## src/rtl/bram_pixel_streamer.sv

```systemverilog
// Raster-order reader: walks an IMG_W x IMG_H image out of a single-port BRAM and
// presents it as a valid/ready pixel stream with sof/eol/eof markers.
module bram_pixel_streamer #(
  parameter int DATA_W    = 24,
  parameter int ADDR_W    = 18,
  parameter int IMG_W     = 500,
  parameter int IMG_H     = 400,
  parameter int BASE_ADDR = 0,
  parameter int RD_LAT    = 1
) (
  input  logic              clka,
  input  logic              rsta_n,
  input  logic              start,
  input  logic              loop,
  output logic              busy,
  output logic              done,
  output logic              bram_en,
  output logic [ADDR_W-1:0] bram_addr,
  input  logic [DATA_W-1:0] bram_dout,
  output logic              m_valid,
  input  logic              m_ready,
  output logic [DATA_W-1:0] m_data,
  output logic              m_sof,
  output logic              m_eol,
  output logic              m_eof
);

  localparam int NPIX  = IMG_W * IMG_H;
  localparam int DEPTH = RD_LAT + 2;
  localparam int IDX_W = $clog2(NPIX);
  localparam int COL_W = $clog2(IMG_W);
  localparam int ROW_W = (IMG_H > 1) ? $clog2(IMG_H) : 1;
  localparam int PTR_W = $clog2(DEPTH);
  localparam int CNT_W = $clog2(DEPTH + 1);
  localparam int ENT_W = DATA_W + 3;

  localparam logic [1:0] IDLE  = 2'd0;
  localparam logic [1:0] RUN   = 2'd1;
  localparam logic [1:0] DRAIN = 2'd2;

  logic [1:0]       state;
  logic [IDX_W-1:0] idx;
  logic [COL_W-1:0] col;
  logic [ROW_W-1:0] row;
  logic [2:0]       tag_p0;
  logic [RD_LAT-1:0] vld_p1;
  logic [2:0]       tag_p1 [RD_LAT];
  logic [CNT_W-1:0] inflight, occ;
  logic [ENT_W-1:0] mem [DEPTH];
  logic [PTR_W-1:0] wr_ptr, rd_ptr;
  logic [ENT_W-1:0] head;
  logic             last_idx, credit_ok, issue, wr, pop;

  function automatic logic [PTR_W-1:0] ptr_next(input logic [PTR_W-1:0] p);
    return (p == PTR_W'(DEPTH - 1)) ? '0 : p + PTR_W'(1);
  endfunction

  assign last_idx = (idx == IDX_W'(NPIX - 1));
  assign wr       = vld_p1[RD_LAT-1];
  assign pop      = m_valid & m_ready;

  // Credit covers reads on the bus, reads in the latency pipe and FIFO entries,
  // so a returning word can never find the FIFO full.
  always_comb begin
    credit_ok = (int'(inflight) + int'(occ) - int'(pop)) < DEPTH;
    issue     = ((state == IDLE) && start) || ((state == RUN) && credit_ok);
  end

  // Stage p0: address issue and tag generation
  always_ff @(posedge clka or negedge rsta_n) begin
    if (!rsta_n) begin
      state     <= IDLE;
      idx       <= '0;
      col       <= '0;
      row       <= '0;
      bram_en   <= 1'b0;
      bram_addr <= '0;
      tag_p0    <= '0;
    end else begin
      bram_en <= issue;
      if (issue) begin
        bram_addr <= ADDR_W'(BASE_ADDR) + ADDR_W'(idx);
        tag_p0    <= {(idx == '0), (col == COL_W'(IMG_W - 1)), last_idx};
        if (last_idx) begin
          idx <= '0;
          col <= '0;
          row <= '0;
        end else begin
          idx <= idx + IDX_W'(1);
          if (col == COL_W'(IMG_W - 1)) begin
            col <= '0;
            row <= row + ROW_W'(1);
          end else begin
            col <= col + COL_W'(1);
          end
        end
      end
      case (state)
        IDLE:    if (start) state <= RUN;
        RUN:     if (issue && last_idx && !loop) state <= DRAIN;
        DRAIN:   if ((inflight == '0) && ((occ == '0) || ((occ == CNT_W'(1)) && pop))) state <= IDLE;
        default: state <= IDLE;
      endcase
    end
  end

  // Stage p1: tags ride alongside the BRAM read latency
  always_ff @(posedge clka or negedge rsta_n) begin
    if (!rsta_n) begin
      vld_p1   <= '0;
      inflight <= '0;
      for (int i = 0; i < RD_LAT; i++) tag_p1[i] <= '0;
    end else begin
      vld_p1[0] <= bram_en;
      tag_p1[0] <= tag_p0;
      for (int i = 1; i < RD_LAT; i++) begin
        vld_p1[i] <= vld_p1[i-1];
        tag_p1[i] <= tag_p1[i-1];
      end
      inflight <= inflight + CNT_W'(issue) - CNT_W'(wr);
    end
  end

  // Stage p2: skid FIFO feeding the stream
  always_ff @(posedge clka) begin
    if (wr) mem[wr_ptr] <= {bram_dout, tag_p1[RD_LAT-1]};
  end

  always_ff @(posedge clka or negedge rsta_n) begin
    if (!rsta_n) begin
      wr_ptr <= '0;
      rd_ptr <= '0;
      occ    <= '0;
    end else begin
      if (wr) wr_ptr <= ptr_next(wr_ptr);
      if (pop) rd_ptr <= ptr_next(rd_ptr);
      occ <= occ + CNT_W'(wr) - CNT_W'(pop);
    end
  end

  assert property (@(posedge clka) disable iff (!rsta_n) !(wr && !pop && (occ == CNT_W'(DEPTH))));

  assign head    = mem[rd_ptr];
  assign m_valid = (occ != '0);
  assign m_data  = m_valid ? head[ENT_W-1:3] : '0;
  assign m_sof   = m_valid & head[2];
  assign m_eol   = m_valid & head[1];
  assign m_eof   = m_valid & head[0];
  assign done    = pop & m_eof;
  assign busy    = (state != IDLE);

endmodule

```

## config.mk

```make
export PLATFORM = sky130hd
export DESIGN_NAME = bram_pixel_streamer
export DESIGN_NICKNAME = d
export VERILOG_FILES = /design/src/rtl/bram_pixel_streamer.sv
export SDC_FILE = /design/constraint.sdc
export NUM_CORES = 1
export LEC_CHECK = 0
export CAP_MARGIN = 5
export CORE_MARGIN = 1
export CORE_UTILIZATION = 30
export DETAILED_ROUTE_END_ITERATION = 8
export PLACE_DENSITY = 0.55
export SETUP_SLACK_MARGIN = 0.05
export SYNTH_ARGS = -nofsm -noshare
export SYNTH_HDL_FRONTEND = slang
export SYNTH_SLANG_ARGS = --single-unit
```

## constraint.sdc

```tcl
create_clock -name clka -period 6 [get_ports clka]
set_input_delay 1.8 -clock clka [delete_from_list [all_inputs] [get_ports clka]]
set_output_delay 1.8 -clock clka [all_outputs]
set_load 0.1 [all_outputs]
```

==> flow_summary.json <==
{
  "cts_buffers": 17,
  "cts-resized-gates": 0,
  "final-hold-violation-count": 0,
  "synth.cell_area_sq_um": 6060,
  "hpwl_microns": 8170,
  "timing.setup.tns_ns": 0,
  "status": "finished clean",
  "r2r_start": "occ[1]$_DFF_PN0_",
  "fp.dieH_microns": 144,
  "max_slew_margin_pct": 31.4,
  "mostFrequentLayoutCells": "81 x edfxtp_1, 75 x clkdlybuf4s50_1, 68 x nor2_1, 67 x nand2_1, 61 x dfrtp_1",
  "fin_nets": 629,
  "cts_hold_buf": 0,
  "cpMaxStageDelayCell": "clkdlybuf4s50_1",
  "finalSetupViolCount": 0,
  "rows": 51,
  "ctsHtreeMaxLevel": 4,
  "path_cells": "mux2i_1 -> nor2_1 -> a21oi_1 -> nor2_1 -> clkdlybuf4s50_1",
  "grt_setup_unrepaired": "false",
  "synth_nets": 547,
  "cts_buffer_depth": 2,
  "period_share_pct": 81.6,
  "syn_area_per_cell_sq_um": 12.0,
  "synth_top_family_by_area": "simple AND/OR/NAND/NOR gates",
  "grt_pass1_vias": 3973,
  "synth.distinct_cells": 52,
  "regToRegSetupSlack_ns": 2.49,
  "cp-end-kind": "output pin",
  "antenna_left": 0,
  "crit_path_max_incr_delay_ns": 1.17,
  "clock-sinks": 144,
  "drt-initial-drc-count": 231,
  "required_ns": 4.20,
  "synthMuxAreaShare_pct": 4.64,
  "final_cells": 866,
  "wl_per_cell_microns": 14.9,
  "synthSimpleGateAreaFrac_pct": 14.7,
  "drcViolationCount": 0,
  "grt_pass1_wl_microns": 20400,
  "n_antenna_cell": 0,
  "port_buffers": 77,
  "viasPerCell": 4.67,
  "cts_tree": "yes",
  "drive_gt1_share_pct": 8.65,
  "fin_worst_skew_ns": 0.00674,
  "dieArea_sq_um": 20800,
  "ys_seq_area_share_pct": 66.1,
  "cp_max_fo": 29,
  "dr.pass1.iters": 4,
  "worst_path_most_repeated_cell": "nor2_1",
  "critical_path_arrival_ns": 3.10,
  "gr-total-overflow": 0,
  "min_period_ns": 4.90,
  "cts_setup_buffers": 0,
  "yosys_most_used_dff": "edfxtp_1",
  "num_vias": 4042,
  "start_kind": "register",
  "path_class": "reg -> out",
  "wl_microns": 12900,
  "ys_seq_elements": 144,
  "crit_start": "rd_ptr[0]$_DFFE_PN0P_",
  "reg2reg_to": "idx[7]$_DFFE_PN0P_",
  "synth_edf_count": 81,
  "root_buffer": "clkbuf_16",
  "maxCapViolCount": 0,
  "synth_xor_area_share_pct": 1.73,
  "reg2reg_depth": 12,
  "antenna_found_initial": 0,
  "io_pins": 78,
  "synthAdderAreaFrac_pct": 2.39,
  "tightest_slew_ns": 1.03,
  "hold_class": "reg -> reg",
  "yosysWarnings": 0,
  "area_growth_syn_to_layout_pct": 26.4,
  "fp.dieW_microns": 144,
  "grt_max_degree": 57,
  "mostFrequentLayoutCell": "edfxtp_1",
  "synth_compound_gate_area_share_pct": 7.58,
  "synth_cells": 507,
  "clock_latency_ns": 0.42,
  "grtUsageTotal_pct": 13.1,
  "core_sq_um": 19700,
  "maxSlewViolCount": 0,
  "critical_path.endpoint": "m_eof",
  "numPlacedInstances": 835,
  "gp_congestion": 0.861,
  "initial_utilization_pct": 30.8,
  "fmax_mhz": 204,
  "async_flop_share_pct": 43.8,
  "clk_pin_slew_worst_paths_ns": 0.06
}
Yosys cell counts, drive strengths merged, types with 3 or more instances:
library cell	instances	area share [%]
nor3	7	0.66
dfrtp	63	26
nor2	71	4.5
mux2i	27	4.5
inv	19	1.2
nor4	6	0.62
nand2	70	4.5
and2	3	0.39
o21ai	15	1.2
clkbuf	13	0.85
edfxtp	81	40
a21oi	32	2.6
a21o	7	0.87
xor2	4	0.58
o311ai	3	0.43
xnor2	8	1.2
and3	4	0.41
buf	8	0.74
ha	10	2.1
o31ai	5	0.62
nand3	13	1.1
nand4	12	1.3
cells by family (layout without fill, tap and decap cells):
family	after synthesis	count (layout)
and+or+nand+nor	197	197
adders and majority gates	11	11
muxes	28	28
xor gates and xnor gates	12	12
AOI/OAI and AO/OA	75	75
buffers and inverters	40	134
DFF	144	144
stage by stage:
stage               hold slack, ns  setup WS [ns]  utilization, %  area (sq um)
detailed placement           0.364          0.935            36.3          7130
global route                 0.385          0.920            39.0          7660
global placement             0.365           1.01            36.3          7130
finish                       0.370           1.10            39.0          7660
floorplan                    0.354          0.953               -          6060
CTS                          0.375          0.996            39.0          7660
sequential cells by signal, summed over array words and instances, names as in the netlist, 3 cells and up:
register,count
bram_addr,18
tag_p1,3
tag_p0,3
idx,18
mem,81
col,9
cell type report:
class	instances	area, sq um
fillers	1934	12000
flip-flops and latches	144	4010
repair buffers	84	816
clock inverters	9	88.8
multi-input cells	323	1900
clock buffers	22	444
inverters	19	71.3
well taps	265	332
worst min-delay path by stage:
stage / start / endpoint / cells past startpoint
2_1_floorplan: tag_p0[1]$_DFFE_PN0P_ / tag_p1[1]$_DFF_PN0_ / 0
3_3_place_gp: tag_p0[1]$_DFFE_PN0P_ / tag_p1[1]$_DFF_PN0_ / 0
3_5_place_dp: tag_p0[1]$_DFFE_PN0P_ / tag_p1[1]$_DFF_PN0_ / 0
4_1_cts: tag_p0[1]$_DFFE_PN0P_ / tag_p1[1]$_DFF_PN0_ / 0
5_1_grt: tag_p0[1]$_DFFE_PN0P_ / tag_p1[1]$_DFF_PN0_ / 0
6_report: tag_p0[1]$_DFFE_PN0P_ / tag_p1[1]$_DFF_PN0_ / 0
worst max-delay path, delay by kind of cell (launching register included):
kind,cells,cell delay [ns]
multiplexers,1,0.16
AND/OR/NAND/NOR,2,0.29
flip-flops,1,0.97
buffers and inverters,1,1.17
AO/OA/AOI/OAI,1,0.09
per-layer routing:
metal,track usage (%),up-vias,share of wire (%)
met4,5.87,0,1.5
met1,16.5,1962,45
met2,20.9,104,47
li1,-,1959,-
met3,3.58,17,5.8
met5,0,-,0
Power is left out: the tool's default activity adds up to more than one toggle a clock period on the data nets, which glitch-free logic cannot reach.
